$ cat config.mk
export PLATFORM = sky130hd
export DESIGN_NAME = top_flat
export DESIGN_NICKNAME = d
export VERILOG_FILES = /design/src/rtl/avg_pkg.sv /design/src/rtl/clk_rstn_if.sv /design/src/rtl/sync_edge_det.sv /design/src/rtl/top.sv /design/src/flat_wrapper.sv
export SDC_FILE = /design/constraint.sdc
export NUM_CORES = 1
export LEC_CHECK = 0
export BUFFER_PORTS_ARGS = -buffer_cell sky130_fd_sc_hd__buf_2
export CAP_MARGIN = 5
export CORE_MARGIN = 2
export CORE_UTILIZATION = 30
export DETAILED_ROUTE_END_ITERATION = 10
export GPL_ROUTABILITY_DRIVEN = 1
export PLACE_DENSITY = 0.57
export SYNTH_ARGS = -nofsm -noshare
export SYNTH_HDL_FRONTEND = slang
export SYNTH_SLANG_ARGS = --single-unit
$ cat constraint.sdc
create_clock -name interf_clk_i -period 7.1 [get_ports interf_clk_i]
set_input_delay 1.42 -clock interf_clk_i [delete_from_list [all_inputs] [get_ports interf_clk_i]]
set_output_delay 1.42 -clock interf_clk_i [all_outputs]
set_load 0.005 [all_outputs]
$ cat src/rtl/avg_pkg.sv
// Shared widths, window geometry and types for the moving-average subsystem.
package avg_pkg;
   localparam int DATA_W      = 16;
   localparam int AVG_W       = 32;
   localparam int WINDOW_LOG2 = 3;
   localparam int N           = 1 << WINDOW_LOG2;
   localparam int SUM_W       = DATA_W + WINDOW_LOG2;

   typedef logic [DATA_W-1:0] sample_t;
   typedef logic [SUM_W-1:0]  sum_t;

   // Mean of a full window: truncating shift, then zero-extend to the output width.
   function automatic logic [AVG_W-1:0] sum_to_avg(input sum_t s);
      sum_t w_q;
      w_q = s >> WINDOW_LOG2;
      return AVG_W'(w_q);
   endfunction
endpackage

$ cat src/rtl/clk_rstn_if.sv
// Clock and asynchronous active-low reset bundle shared across the subsystem.
interface clk_rstn_if;
   logic clk_i;
   logic rstn_i;

   modport sink (input clk_i, input rstn_i);
endinterface

$ cat src/rtl/sync_edge_det.sv
// Two-flop synchronizer for an asynchronous strobe, followed by a one-cycle
// pulse on each synchronized rising edge.
module sync_edge_det (
   input  logic clk_i,
   input  logic rstn_i,
   input  logic async_i,
   output logic pulse_o
);
   logic r_s1;
   logic r_s2;
   logic r_s2_d;

   always_ff @(posedge clk_i or negedge rstn_i) begin
      if (!rstn_i) begin
         r_s1   <= 1'b0;
         r_s2   <= 1'b0;
         r_s2_d <= 1'b0;
      end else begin
         r_s1   <= async_i;
         r_s2   <= r_s1;
         r_s2_d <= r_s2;
      end
   end

   // A strobe held high for many cycles yields exactly one pulse.
   assign pulse_o = r_s2 & ~r_s2_d;
endmodule

$ cat src/rtl/top.sv
// Moving average over the last N samples; each sample is announced by an
// asynchronous strobe and the mean appears on avg_o three clocks after it is sampled.
module top
   import avg_pkg::*;
(
   clk_rstn_if.sink          interf,
   input  logic [DATA_W-1:0] data_i,
   input  logic              data_av_ai,
   output logic [AVG_W-1:0]  avg_o
);
   // Handshake: no ready path. A rising edge of data_av_ai announces one sample;
   // data_i must stay stable until the synchronized pulse has captured it.
   logic             w_take;
   sample_t          r_win [N];
   sum_t             r_sum;
   logic             r_upd;
   logic [AVG_W-1:0] r_avg;

   sync_edge_det u_sync (
      .clk_i   (interf.clk_i),
      .rstn_i  (interf.rstn_i),
      .async_i (data_av_ai),
      .pulse_o (w_take)
   );

   // r_win[0] is the newest sample, r_win[N-1] the one evicted next.
   always_ff @(posedge interf.clk_i or negedge interf.rstn_i) begin
      if (!interf.rstn_i) begin
         for (int i = 0; i < N; i++) r_win[i] <= '0;
         r_sum <= '0;
         r_upd <= 1'b0;
      end else begin
         r_upd <= w_take;
         if (w_take) begin
            for (int i = N-1; i > 0; i--) r_win[i] <= r_win[i-1];
            r_win[0] <= data_i;
            r_sum    <= r_sum + sum_t'(data_i) - sum_t'(r_win[N-1]);
         end
      end
   end

   always_ff @(posedge interf.clk_i or negedge interf.rstn_i) begin
      if (!interf.rstn_i) begin
         r_avg <= '0;
      end else if (r_upd) begin
         r_avg <= sum_to_avg(r_sum);
      end
   end

   assign avg_o = r_avg;
endmodule

$ cat src/flat_wrapper.sv
// flat-port wrapper written by rule: the top's interface ports become plain ports
module top_flat import avg_pkg::*;
  (data_i, data_av_ai, avg_o, interf_clk_i, interf_rstn_i);
  clk_rstn_if interf_i ();
  input  logic [DATA_W-1:0] data_i;
  input  logic data_av_ai;
  output logic [AVG_W-1:0] avg_o;
  input wire logic [$bits(interf_i.clk_i)-1:0] interf_clk_i;
  input wire logic [$bits(interf_i.rstn_i)-1:0] interf_rstn_i;
  assign interf_i.clk_i = interf_clk_i;
  assign interf_i.rstn_i = interf_rstn_i;
  top u_core (.interf(interf_i), .data_i(data_i), .data_av_ai(data_av_ai), .avg_o(avg_o));
endmodule
==> results of run 1 <==
-- area by class of cell --
| cell class | instances | area share [%] |
|---|---|---|
| Multi-Input combinational cell | 586 | 35.5 |
| Inverter | 70 | 3.00 |
| Timing Repair Buffer | 38 | 2.35 |
| Clock buffer | 17 | 4.84 |
| Tap cell | 330 | 4.70 |
| Sequential cell | 167 | 47.6 |
| Clock inverter | 15 | 2.04 |
-- per-stage QoR --
stage	utilization, %	power, mW
final	34.7	3.63
after global routing	34.7	3.94
after CTS	34.7	3.66
after global placement	32.3	2.68
after floorplan	-	2.35
after detailed placement	32.3	2.70
-- layout by cell type, fill, tap and decap left out, drive strengths merged, types with 2 or more instances in the layout --
master and instances:
conb 16, a21oi 19, ha 19, xor2 3
buf 38, o21ai 29, mux2 16, o21a 8
and3 4, a21o 2, nand2b 2, nor4 2
o21bai 2, clkinv 7, inv 77, o211ai 3
nand4 2, dfrtp 167, nor3 7, fa 16
nand2 385, a211oi 4, clkbuf 17, nand3 12
o311ai 2, or3 2, nor2 6, nor2b 2
xnor2 2, o31ai 7
-- critical path, stage by stage --
cell and delay [ns]:
buf_2 0.07, inv_1 0.05, fa_1 0.53, inv_1 0.07, fa_1 0.46, a21o_1 0.19, and4_4 0.22, o21a_1 0.20
o2111ai_1 0.30, a211oi_1 0.12, nand4bb_1 0.18
-- power by group through the flow --
stage                     clock network (mW)  logic (mW)  registers [mW]
final                                  0.945        1.35            1.34
after CTS                              0.975        1.35            1.34
after floorplan                            0        1.04            1.31
after detailed placement                   0        1.34            1.36
after global routing                    1.02        1.55            1.37
after global placement                     0        1.32            1.35
-- cell usage after synthesis (all sizes together) (4+ instances only) --
library cell  number  area [µm²]
and3               4        25.0
nand2            385        1450
o21a               8        60.1
o31ai              7        52.6
nor3               7        35.0
a21oi             19        95.1
buf               36         209
clkbuf            17        63.8
nor2               6        22.5
o21ai             29         156
dfrtp            167        4180
nand3             12        60.1
inv               70         263
a211oi             4        35.0
ha                19         238
fa                16         320
mux2              16         180
-- how the worst max path moves through the flow --
stage | cells past startpoint | end | slack [ns] | from
floorplan | 10 | u_core.r_sum[16]$_DFFE_PN0P_ | 3.42 | data_i[1]
global placement | 11 | u_core.r_sum[18]$_DFFE_PN0P_ | 3.21 | data_i[1]
detailed placement | 11 | u_core.r_sum[18]$_DFFE_PN0P_ | 3.14 | data_i[1]
CTS | 11 | u_core.r_sum[18]$_DFFE_PN0P_ | 3.60 | data_i[1]
global route | 11 | u_core.r_sum[18]$_DFFE_PN0P_ | 3.46 | data_i[1]
finish | 11 | u_core.r_sum[18]$_DFFE_PN0P_ | 3.60 | data_i[1]
-- sequential cells by signal (all words and copies together) (netlist names) --
signal and flops:
u_core.r_sum 19, u_core.r_win 128, u_core.r_upd 1, u_core.u_sync.r_s2 1, u_core.u_sync.r_s1 1, u_core.u_sync.r_s2_d 1, u_core.avg_o 16
-- cell families (layout without fill, tap and decap cells) --
group	after synthesis	in the layout	share of synthesized area, %
buffers and inverters	123	140	6.89
DFF	167	167	53.8
and+or+nand+nor	428	428	21.7
adders and majority gates	35	35	7.18
xor gates and xnor gates	5	5	0.564
muxes	17	17	2.45
other	1	16	0.0482
AOI/OAI and AO/OA	85	85	7.41
-- per-layer routing --
metal | GRT usage [%] | routed length (µm) | vias to the layer above | share of wire [%]
met5 | 0 | 0 | - | 0
met4 | 4.31 | 158 | 0 | 1.1
met3 | 2.94 | 627 | 12 | 4.2
met2 | 17.1 | 6380 | 90 | 43
met1 | 17.6 | 7700 | 2566 | 52
li1 | - | - | 2709 | -
==> impl_summary.txt, run 1 <==
----------------------------------------------------
[Final layout]
  Inserted Diodes ... 0
  Fillers ... 2580
  Layout-stage area growth over the synthesis result ... 13.1%
  Seq. cell area ... 0.00418 mm²
  Multi-input gate area in the final layout ... 0.00312 mm²
  Cell area after layout ... 0.00879 mm²
  Share of final-layout standard cells stronger than drive strength 1 ... 10.5%
  Post-layout net count ... 934
  Final instance count without filler cells ... 1223

[Worst hold path]
  Hold Path Sink ... u_core.u_sync.r_s2$_DFF_PN0_
  Worst hold path class ... reg2reg
  Depth of the worst hold-timing path ... 0
  Hold path startpoint ... u_core.u_sync.r_s1$_DFF_PN0_

[Synth]
  Number of flip-flops and latches in the synthesized netlist ... 167
  Post-synth top flop ... dfrtp_1
  Netlist Area Pre-Place ... 0.00777 mm²
  Cell count after synthesis ... about 860
  Synth Warn # ... 0
  Fraction of the yosys area taken by sequential cells ... 53.8%
  Fraction of synthesis flops using an asynchronous set or reset pin ... 100%
  Distinct cells, synth ... 49
  Number of synthesized flops with an enable pin ... 0
  Mean area per synthesized cell ... 9.03 µm²

[Placed design]
  Post-place setup slack ... 3.14 ns
  Instance area at placement ... just over 0.008 mm²
  Number of placed cells counting well taps ... 1191
  HPWL reported at the end of detailed placement ... 9570 µm
  Number of buffers inserted by port buffering ... 34
  Weighted congestion at the end of routability-driven global placement ... 0.795

[Clocking]
  Cts repair resizes ... 0
  Number of buffers inserted to repair setup after CTS ... 0
  Hold Buf Count CTS ... 0
  Clock Tree Buf Depth ... 2
  Reg clk slew, reported paths ... 0.07 ns
  TritonCTS clock tree ... built
  Number of sinks handled by clock tree synthesis ... around 170
  Root buffer selected by CTS ... clkbuf_16
  Cts bufs inserted ... 17
  Clk Latency, worst-skew pair ... 0.44 ns
  Depth of the CTS H-tree ... 4

[Power and ir drop]
  Pint ... 2.24 mW
  Cell area power density ... 413 mW/mm²
  Switching portion of total power ... 38.3%
  IR Drop Worst-Case VDD ... 0.202 mV
  Reported leakage power ... between 4 and 5 nW
  Sequential fraction of design power ... 36.8%
  Power share of the combinational group ... 37.2%
  Clock power frac ... a little over a quarter
  Switching component of the power ... 1.39 mW

[Timing]
  Max Transition Viols Final ... 0
  Time the final worst path needs with I/O delays and setup ... 3.50 ns
  Worst slew margin ... 30.1%
  Clk_skew ... ~0.011 ns
  Hold_ws ... 0.350 ns
  Final hold violation count ... 0
  Max Freq ... between 200 and 300 MHz
  Smallest setup slack after layout ... 3.60 ns
  Number of setup violations in the final report ... 0
  Setup TNS ... 0 ns
  Transition at the pin with the smallest max-transition slack ... around 1.0 ns
  Crit share post-route ... 49.4%
  Setup repair after global routing missed its margin ... false

[Worst setup path]
  Setup slack on the worst flop-to-flop path ... 4.34 ns
  CP max FO ... 4
  Reg-to-Reg End ... u_core.r_sum[18]$_DFFE_PN0P_
  Crit path launch type ... input port
  Required arrival time at the worst endpoint ... 7.40 ns
  Arrival time of the worst setup path ... 3.81 ns
  Capturing element type of the critical path ... flip-flop
  Reg-to-reg startpoint ... u_core.r_win[1]$_DFFE_PN0P_
  Type of the setup path with the least slack ... in2reg
  Depth of the worst register-to-register path ... 9

[Drt]
  Detailed-route via count ... 5377
  Wire length per cell ... 12.2 µm
  Drt pass-1 iters ... 7
  Post-route DRC violation count ... 0
  Total Wirelength ... 14900 µm
  DRT antenna net count ... 0
  DR vias/cell ... between 4 and 5
  Iteration-0 DRC count of the detailed router ... approximately 460

[GRT]
  Total GRT Usage ... a little under an eighth
  Number of antenna violations at the first check in global routing ... 0
  Largest net degree at the start of global routing ... 105
  First-pass GRT wire length ... 25900 µm
  Global route overflow ... 0
  Number of global-route vias before repair ... between 5000 and 6000

[Floorplanning]
  Starting utilization of the core area ... 30.7%
  Vertical die dimension ... around 160 µm
  Chip Width ... approximately 160 µm
  Placeable core region ... 0.0253 mm²
  Area of the die ... 0.0272 mm²
  Number of placement rows ... 58
  # IOs ... between 50 and 60

[Status]
  Run status ... completed

[Flow run]
  Maximum Capacitance Violations ... 0

----------------------------------------------------
Note: power is estimated with default switching activity, not from simulation.
==> run 2, diff against run 1 <==
clock period = 3.3 ns   (was 7.1 ns; I/O delays follow)
==> run 2 against run 1 <==
Wire length fell by 0.40%. Clock skew is essentially flat. Sequential cell count is the same. Sequential power increased by 110%. Clock-buffer cell count unchanged. Non-clock buffer count grew 3. Clock power rose by 130%. Die area unchanged. Power is 120% higher. Design area grew 1.1%. Core utilization grew 0.38 points. Sequential share of layout area fell by 0.52 points. Critical path type is now reg2reg.
==> impl_summary.txt, run 2 (synthesis results as in run 1) <==
----------------------------------------------------
[Timing]
  Max Transition Viols Final ... 0 (unchanged)
  Clk_skew ... 0.0120 ns (+0.000484 ns)
  Max Freq ... 362 MHz
  Crit share post-route ... 83.7%
  Worst slew margin ... 31.6% (+1.6 points)
  Setup TNS ... 0 ns (unchanged)
  Transition at the pin with the smallest max-transition slack ... 1.03 ns (-0.0234 ns)
  Time the final worst path needs with I/O delays and setup ... 2.76 ns
  Final hold violation count ... 0 (unchanged)
  Number of setup violations in the final report ... 0 (unchanged)
  Setup repair after global routing missed its margin ... false

[Flow run]
  Maximum Capacitance Violations ... 0 (unchanged)

[Worst setup path]
  Arrival time of the worst setup path ... 3.07 ns (-0.74 ns)
  Required arrival time at the worst endpoint ... 3.60 ns (-3.80 ns)
  Type of the setup path with the least slack ... reg2reg
  Capturing element type of the critical path ... flip-flop
  Crit path launch type ... flip-flop
  Number of gates on the worst path with buffers counted ... 10 (-1)
  Critical path's slowest cell ... fa_1
  Critical path cell sequence ... inv_1 -> fa_1 -> inv_1 -> ha_1 -> a21oi_1 -> o21ai_0 -> a221o_1 -> inv_1 -> a211oi_1 -> nand4bb_1
  Buffers & Inverters on Critical Path ... 3 (unchanged)
  Depth of the worst register-to-register path ... 10 (+1)
  CP max FO ... 7 (+3)
  Largest stage delay, worst path ... 0.51 ns (-0.02 ns)
  Worst path top cell family by delay ... compound AO/OA/AOI/OAI gates
  Crit-path most repeated cell ... inv_1

[Drt]
  DR vias/cell ... 4.45 (+1.2%)
  Wire length per cell ... 12.1 µm (-0.64%)
  Detailed-route via count ... 5455 (+1.5%)
  Total Wirelength ... 14800 µm (-0.40%)
  Post-route DRC violation count ... 0 (unchanged)
  Drt pass-1 iters ... 5 (-2)
  DRT antenna net count ... 0 (unchanged)
  Iteration-0 DRC count of the detailed router ... 484 (+6.4%)

[Floorplanning]
  Area of the die ... 0.0272 mm² (unchanged)
  # IOs ... 51 (unchanged)
  Starting utilization of the core area ... 30.7% (unchanged)
  Vertical die dimension ... 165 µm (unchanged)
  Number of placement rows ... 58 (unchanged)
  Chip Width ... 165 µm (unchanged)
  Placeable core region ... 0.0253 mm² (unchanged)

[Placed design]
  Weighted congestion at the end of routability-driven global placement ... 0.771 (-3.1%)
  Instance area at placement ... 0.00824 mm² (+0.73%)
  Number of buffers inserted by port buffering ... 34 (unchanged)
  HPWL reported at the end of detailed placement ... 9650 µm (+0.86%)

[Clocking]
  Cts repair resizes ... 0 (unchanged)
  Reg clk slew, reported paths ... 0.07 ns (about the same)
  Root buffer selected by CTS ... clkbuf_16
  TritonCTS clock tree ... built
  Clk Latency, worst-skew pair ... 0.43 ns (about the same)
  Depth of the CTS H-tree ... 4 (unchanged)
  Number of buffers inserted to repair setup after CTS ... 0 (unchanged)
  Number of sinks handled by clock tree synthesis ... 167 (unchanged)
  Cts bufs inserted ... 17 (unchanged)
  Hold Buf Count CTS ... 0 (unchanged)
  Clock Tree Buf Depth ... 2 (unchanged)

[GRT]
  First-pass GRT wire length ... 25700 µm (-0.72%)
  Largest net degree at the start of global routing ... 106 (+0.95%)
  Number of global-route vias before repair ... 5398 (+2.7%)
  Total GRT Usage ... 12.0% (-0.021 points)
  Number of antenna violations at the first check in global routing ... 0 (unchanged)
  Global route overflow ... 0 (unchanged)

[Final layout]
  Post-layout net count ... 937 (+0.32%)
  Most used cells in the layout excluding fill and tap cells ... 385 x nand2_1, 167 x dfrtp_1, 69 x inv_1, 33 x buf_2, 27 x o21ai_0
  Share of final-layout standard cells stronger than drive strength 1 ... 10.8% (+0.30 points)
  Layout-stage area growth over the synthesis result ... 14.3%
  Register with the most flip-flops ... u_core.r_win
  Max FFs per register ... 128 (unchanged)
  Inserted Diodes ... 0 (unchanged)
  Fillers ... 2622 (+1.6%)
  Cell area after layout ... 0.00888 mm² (+1.1%)
  Leading cell type in the layout, fill and taps excluded ... nand2_1

[Status]
  Run status ... completed

[Worst hold path]
  Worst hold path class ... in2async

[Power and ir drop]
  Cell area power density ... 897 mW/mm² (+120%)
  Reported leakage power ... 4.66 nW (+0.79%)
  IR Drop Worst-Case VDD ... 0.391 mV (+94%)

----------------------------------------------------
run 2: cell types whose count changed in the layout (fill, tap and decap cells not counted):
cell / before / now
clkinv_8: 2 / 0
clkinvlp_4: 0 / 2
bufinv_16: 1 / 4
inv_6: 2 / 3
inv_8: 6 / 2
buf_12: 0 / 3
run 2: stage by stage:
stage	total power, mW	utilization (%)	instances	hold slack [ns]	setup slack, ns
floorplan	5.06	-	876	0.331	0.379
detailed placement	5.84	32.6	1194	0.348	0.122
finish	7.97	35.1	1226	0.188	0.538
global placement	5.79	32.6	1194	0.337	0.162
CTS	8.06	35.1	1226	0.193	0.541
global route	8.64	35.1	1226	0.216	0.338
run 2: power by group:
group / total (mW) / leakage, nW / switching (mW) / internal (mW)
combinational: 2.92 / 2.22 / 1.72 / 1.20
sequential: 2.88 / 2.13 / 0.325 / 2.55
clock: 2.17 / 0.308 / 0.880 / 1.29
run 2: worst register-to-register path, cell delays in order (launching register included):
cell and delay, ns:
dfrtp_1 0.43, inv_1 0.08, fa_1 0.51, inv_1 0.04, ha_1 0.38, a21oi_1 0.23, o21ai_0 0.22, a221o_1 0.39
inv_1 0.11, a211oi_1 0.07, nand4bb_1 0.18
run 2: layer usage:
metal | routed length [µm] | vias up | global-route usage (%)
li1 | - | 2715 | -
met1 | 7460 | 2652 | 16.5
met2 | 6680 | 78 | 18.3
met3 | 508 | 10 | 2.71
met4 | 151 | 0 | 4.51
met5 | 0 | - | 0
run 2: path summary, 6_finish.rpt:
check / start / end / slack, ns
max: u_core.r_sum[12]$_DFFE_PN0P_ / u_core.r_sum[18]$_DFFE_PN0P_ / 0.54
min: interf_rstn_i / u_core.r_win[92]$_DFFE_PN0P_ / 0.19
max reg2reg: u_core.r_sum[12]$_DFFE_PN0P_ / u_core.r_sum[18]$_DFFE_PN0P_ / 0.54
min reg2reg: u_core.u_sync.r_s1$_DFF_PN0_ / u_core.u_sync.r_s2$_DFF_PN0_ / 0.36
max in group asynchronous: interf_rstn_i / u_core.r_sum[16]$_DFFE_PN0P_ / 2.43
min in group interf_clk_i: data_av_ai / u_core.u_sync.r_s1$_DFF_PN0_ / 0.33
run 2: area by class of cell:
cell class                 instances  area [µm²]  share of cell area [%]
timing repair buffer              41         267                    3.00
clock inverter                    15         215                    2.42
sequential                       167        4180                    47.0
tap                              330         413                    4.65
multi-input combinational        586        3120                    35.1
clock buffer                      17         425                    4.79
inverter                          70         264                    2.97
==> run 3, diff against run 2 <==
ABC_AREA = 1   (was default)
clock period = 2.6 ns   (was 3.3 ns; I/O delays follow)
==> run 3 against run 2 <==
Clock skew grew 0.0014 ns. Clock-buffer cell count grew 3. Core utilization shrank 0.52 points. Via count up 1.5%. First-iteration DRC count shrank 32%. Maximum frequency is 19% higher. Worst hold slack got worse by 0.10 ns. Clock power up 13%. Wire length grew 3.1%. Sequential power up 23%. Critical path type unchanged. Largest power group unchanged. Highest routed layer unchanged.
==> impl_summary.txt, run 3 <==
----------------------------------------------------
[Status]
  Run status ... completed

[Placed design]
  Instance area at placement ... 0.00833 mm² (+1.0%)
  HPWL reported at the end of detailed placement ... 10100 µm (+4.7%)
  Weighted congestion at the end of routability-driven global placement ... 0.826 (+7.1%)
  Number of placed cells counting well taps ... 1281 (+7.3%)
  Post-place setup slack ... -0.0304 ns (-0.152 ns)
  Number of buffers inserted by port buffering ... 34 (unchanged)

[GRT]
  First-pass GRT wire length ... 26300 µm (+2.2%)
  Global route overflow ... 0 (unchanged)
  Largest net degree at the start of global routing ... 133 (+25%)
  Total GRT Usage ... 12.1% (+0.17 points)
  Number of global-route vias before repair ... 5431 (+0.61%)
  Number of antenna violations at the first check in global routing ... 0 (unchanged)

[Worst setup path]
  Required arrival time at the worst endpoint ... 2.91 ns (-0.69 ns)
  Type of the setup path with the least slack ... reg2reg
  Critical path cell sequence ... inv_1 -> fa_1 -> inv_1 -> ha_1 -> nand2_1 -> nor2_1 -> and2_1 -> nand2_2 -> nand2_1 -> nand2_1 -> nand3_1 -> nand2_1
  Largest stage delay, worst path ... 0.52 ns (about the same)
  CP max FO ... 7 (unchanged)
  Reg-to-reg startpoint ... u_core.r_sum[12]$_DFFE_PN0P_
  Critical path's slowest cell ... fa_1
  Crit path launch type ... flip-flop
  Depth of the worst register-to-register path ... 12 (+2)
  Capturing element type of the critical path ... flip-flop
  Reg-to-Reg End ... u_core.r_sum[17]$_DFFE_PN0P_
  Buffers & Inverters on Critical Path ... 2 (-1)
  Setup slack on the worst flop-to-flop path ... 0.27 ns (-0.26 ns)
  Crit-path most repeated cell ... nand2_1
  Worst path top cell family by delay ... adder cells
  Arrival time of the worst setup path ... 2.64 ns (-0.43 ns)

[Clocking]
  Hold Buf Count CTS ... 0 (unchanged)
  Clk Latency, worst-skew pair ... 0.43 ns (about the same)
  Root buffer selected by CTS ... clkbuf_16
  Depth of the CTS H-tree ... 4 (unchanged)
  Number of sinks handled by clock tree synthesis ... 167 (unchanged)
  Number of buffers inserted to repair setup after CTS ... 0 (unchanged)
  TritonCTS clock tree ... built
  Cts bufs inserted ... 17 (unchanged)
  Reg clk slew, reported paths ... 0.06 ns (about the same)
  Clock Tree Buf Depth ... 2 (unchanged)
  Cts repair resizes ... 0 (unchanged)

[Flow run]
  Maximum Capacitance Violations ... 0 (unchanged)

[Drt]
  Detailed-route via count ... 5535 (+1.5%)
  DR vias/cell ... 4.22 (-5.3%)
  Post-route DRC violation count ... 0 (unchanged)
  Drt pass-1 iters ... 5 (unchanged)
  Total Wirelength ... 15300 µm (+3.1%)
  Iteration-0 DRC count of the detailed router ... 330 (-32%)
  Wire length per cell ... 11.6 µm (-3.8%)
  DRT antenna net count ... 0 (unchanged)

[Synth]
  Synthesized-area fraction occupied by adder cells ... 7.15% (-0.025 points)
  Post-synth top flop ... dfrtp_1
  Dominant cell by count in the synthesized netlist ... nand2_1
  Basic-gate share of the synthesized area counting and, or, nand and nor cells ... 26.3% (+4.6 points)
  Mean area per synthesized cell ... 8.34 µm² (-7.6%)
  Fraction of the yosys area taken by sequential cells ... 53.6% (-0.19 points)
  Share of cell area taken by muxes after synthesis ... 0.144% (-2.3 points)
  Post-synthesis cell type with the largest combined area ... dfrtp_1
  Largest family of logic cells by synthesized area ... simple AND/OR/NAND/NOR gates
  Synthesized-area fraction occupied by ao, oa, aoi and oai cells ... 4.25% (-3.2 points)
  Most used standard cells in the synthesized netlist ... 444 x nand2_1, 167 x dfrtp_1, 88 x inv_1
  Distinct cells, synth ... 29 (-41%)
  Cell count after synthesis ... 935 (+8.6%)
  Fraction of post-synthesis cell area in the top cell type by area ... 53.6% (-0.19 points)
  Fraction of synthesized cell area in xor and xnor cells ... 0.674% (+0.11 points)
  Leading cell types by total area after synthesis ... dfrtp_1 54%, nand2_1 21%, inv_1 4.2%
  Synth Warn # ... 0 (unchanged)
  Fraction of synthesis flops using an asynchronous set or reset pin ... 100% (unchanged)
  Number of flip-flops and latches in the synthesized netlist ... 167 (unchanged)
  Netlist Area Pre-Place ... 0.00780 mm² (+0.35%)
  Number of synthesized flops with an enable pin ... 0 (unchanged)

[Timing]
  Hold_ws ... 0.0878 ns (-0.100 ns)
  Number of setup violations in the final report ... 0 (unchanged)
  Max Transition Viols Final ... 0 (unchanged)
  Clk_skew ... 0.0134 ns (+0.00145 ns)
  Worst slew margin ... 57.0% (+25 points)
  Transition at the pin with the smallest max-transition slack ... 0.645 ns (-0.380 ns)
  Final hold violation count ... 0 (unchanged)
  Smallest setup slack after layout ... 0.274 ns (-0.264 ns)
  Time the final worst path needs with I/O delays and setup ... 2.33 ns (-0.436 ns)
  Crit share post-route ... 89.5% (+5.8 points)
  Setup repair after global routing missed its margin ... false
  Max Freq ... 430 MHz (+19%)
  Setup TNS ... 0 ns (unchanged)

[Power and ir drop]
  IR Drop Worst-Case VDD ... 0.555 mV (+42%)
  Switching portion of total power ... 38.9% (+2.1 points)
  Pint ... 6.09 mW (+21%)
  Power share of the combinational group ... 39.9% (+3.2 points)
  Clock power frac ... 24.6% (-2.6 points)
  Final Total Pwr ... 9.96 mW (+25%)
  Cell area power density ... 1120 mW/mm² (+25%)
  Reported leakage power ... 4.85 nW (+4.0%)
  Sequential fraction of design power ... 35.5% (-0.6 points)
  Switching component of the power ... 3.87 mW (+32%)

[Floorplanning]
  Starting utilization of the core area ... 30.3% (-0.41 points)
  Number of placement rows ... 59 (+1.7%)
  # IOs ... 51 (unchanged)
  Area of the die ... 0.0273 mm² (+0.35%)
  Vertical die dimension ... 165 µm (+0.17%)
  Chip Width ... 165 µm (+0.17%)
  Placeable core region ... 0.0258 mm² (+1.7%)

[Final layout]
  Final instance count without filler cells ... 1313 (+7.1%)
  Share of final-layout standard cells stronger than drive strength 1 ... 10.1% (-0.70 points)
  Inserted Diodes ... 0 (unchanged)
  Leading cell type in the layout, fill and taps excluded ... nand2_1
  Layout-stage area growth over the synthesis result ... 14.2%
  Post-Route Utilization ... 34.6% (-0.52 points)
  Register with the most flip-flops ... u_core.r_win
  Cell area after layout ... 0.00890 mm² (+0.23%)
  Most used cells in the layout excluding fill and tap cells ... 444 x nand2_1, 167 x dfrtp_1, 88 x inv_1, 33 x buf_2, 32 x a21oi_1
  Post-layout net count ... 1019 (+8.8%)
  Max FFs per register ... 128 (unchanged)

[Worst hold path]
  Worst hold path class ... in2async

----------------------------------------------------
## run 3: cell families (layout without fill, tap and decap cells)
| logic type | Yosys count | after routing |
|---|---|---|
| simple gates | 519 | 519 |
| flops | 167 | 167 |
| buf+inv | 141 | 169 |
| compound gates | 65 | 65 |
| fa+ha+maj | 35 | 35 |
| xor+xnor | 6 | 6 |
| other cells | 1 | 16 |
| mux | 1 | 1 |
## run 3: worst reg2reg max path: stages (launching register included)
cell	delay, ns
dfrtp_1	0.35
inv_1	0.10
fa_1	0.52
inv_1	0.05
ha_1	0.39
nand2_1	0.13
nor2_1	0.22
and2_1	0.18
nand2_2	0.06
nand2_1	0.06
nand2_1	0.05
nand3_1	0.06
nand2_1	0.06
## run 3: power groups by stage
stage	Clock, mW	Combinational, mW	Sequential, mW
floorplan	0	3.06	3.50
global placement	0	3.95	3.56
detailed placement	0	4.00	3.57
CTS	2.52	4.03	3.54
global route	2.63	4.63	3.62
finish	2.45	3.97	3.53
## run 3: how the worst max path moves through the flow
| stage | start | cells past startpoint | slack, ns | endpoint |
|---|---|---|---|---|
| after floorplan | data_i[1] | 12 | 0.29 | u_core.r_sum[16]$_DFFE_PN0P_ |
| after global placement | data_i[7] | 13 | -0.006 | u_core.r_sum[17]$_DFFE_PN0P_ |
| after detailed placement | data_i[7] | 14 | -0.03 | u_core.r_sum[17]$_DFFE_PN0P_ |
| after CTS | u_core.r_sum[12]$_DFFE_PN0P_ | 12 | 0.27 | u_core.r_sum[17]$_DFFE_PN0P_ |
| after global routing | u_core.r_sum[4]$_DFFE_PN0P_ | 12 | 0.09 | u_core.r_sum[13]$_DFFE_PN0P_ |
| final | u_core.r_sum[12]$_DFFE_PN0P_ | 12 | 0.27 | u_core.r_sum[17]$_DFFE_PN0P_ |
## run 3: cell type report
cell class / instances / area [µm²]
multi-input combinational: 642 / 3070
timing repair buffer: 46 / 317
fill: 2672 / 16900
clock buffer: 20 / 457
tap: 335 / 419
inverter: 91 / 344
clock inverter: 12 / 119
sequential: 167 / 4180
## run 3: layer usage
layer | share of wire [%] | vias to the layer above | track usage, %
li1 | - | 2863 | -
met1 | 48 | 2593 | 15.4
met2 | 48 | 60 | 20.4
met3 | 2.8 | 19 | 2.65
met4 | 1.7 | 0 | 4.39
met5 | 0 | - | 0
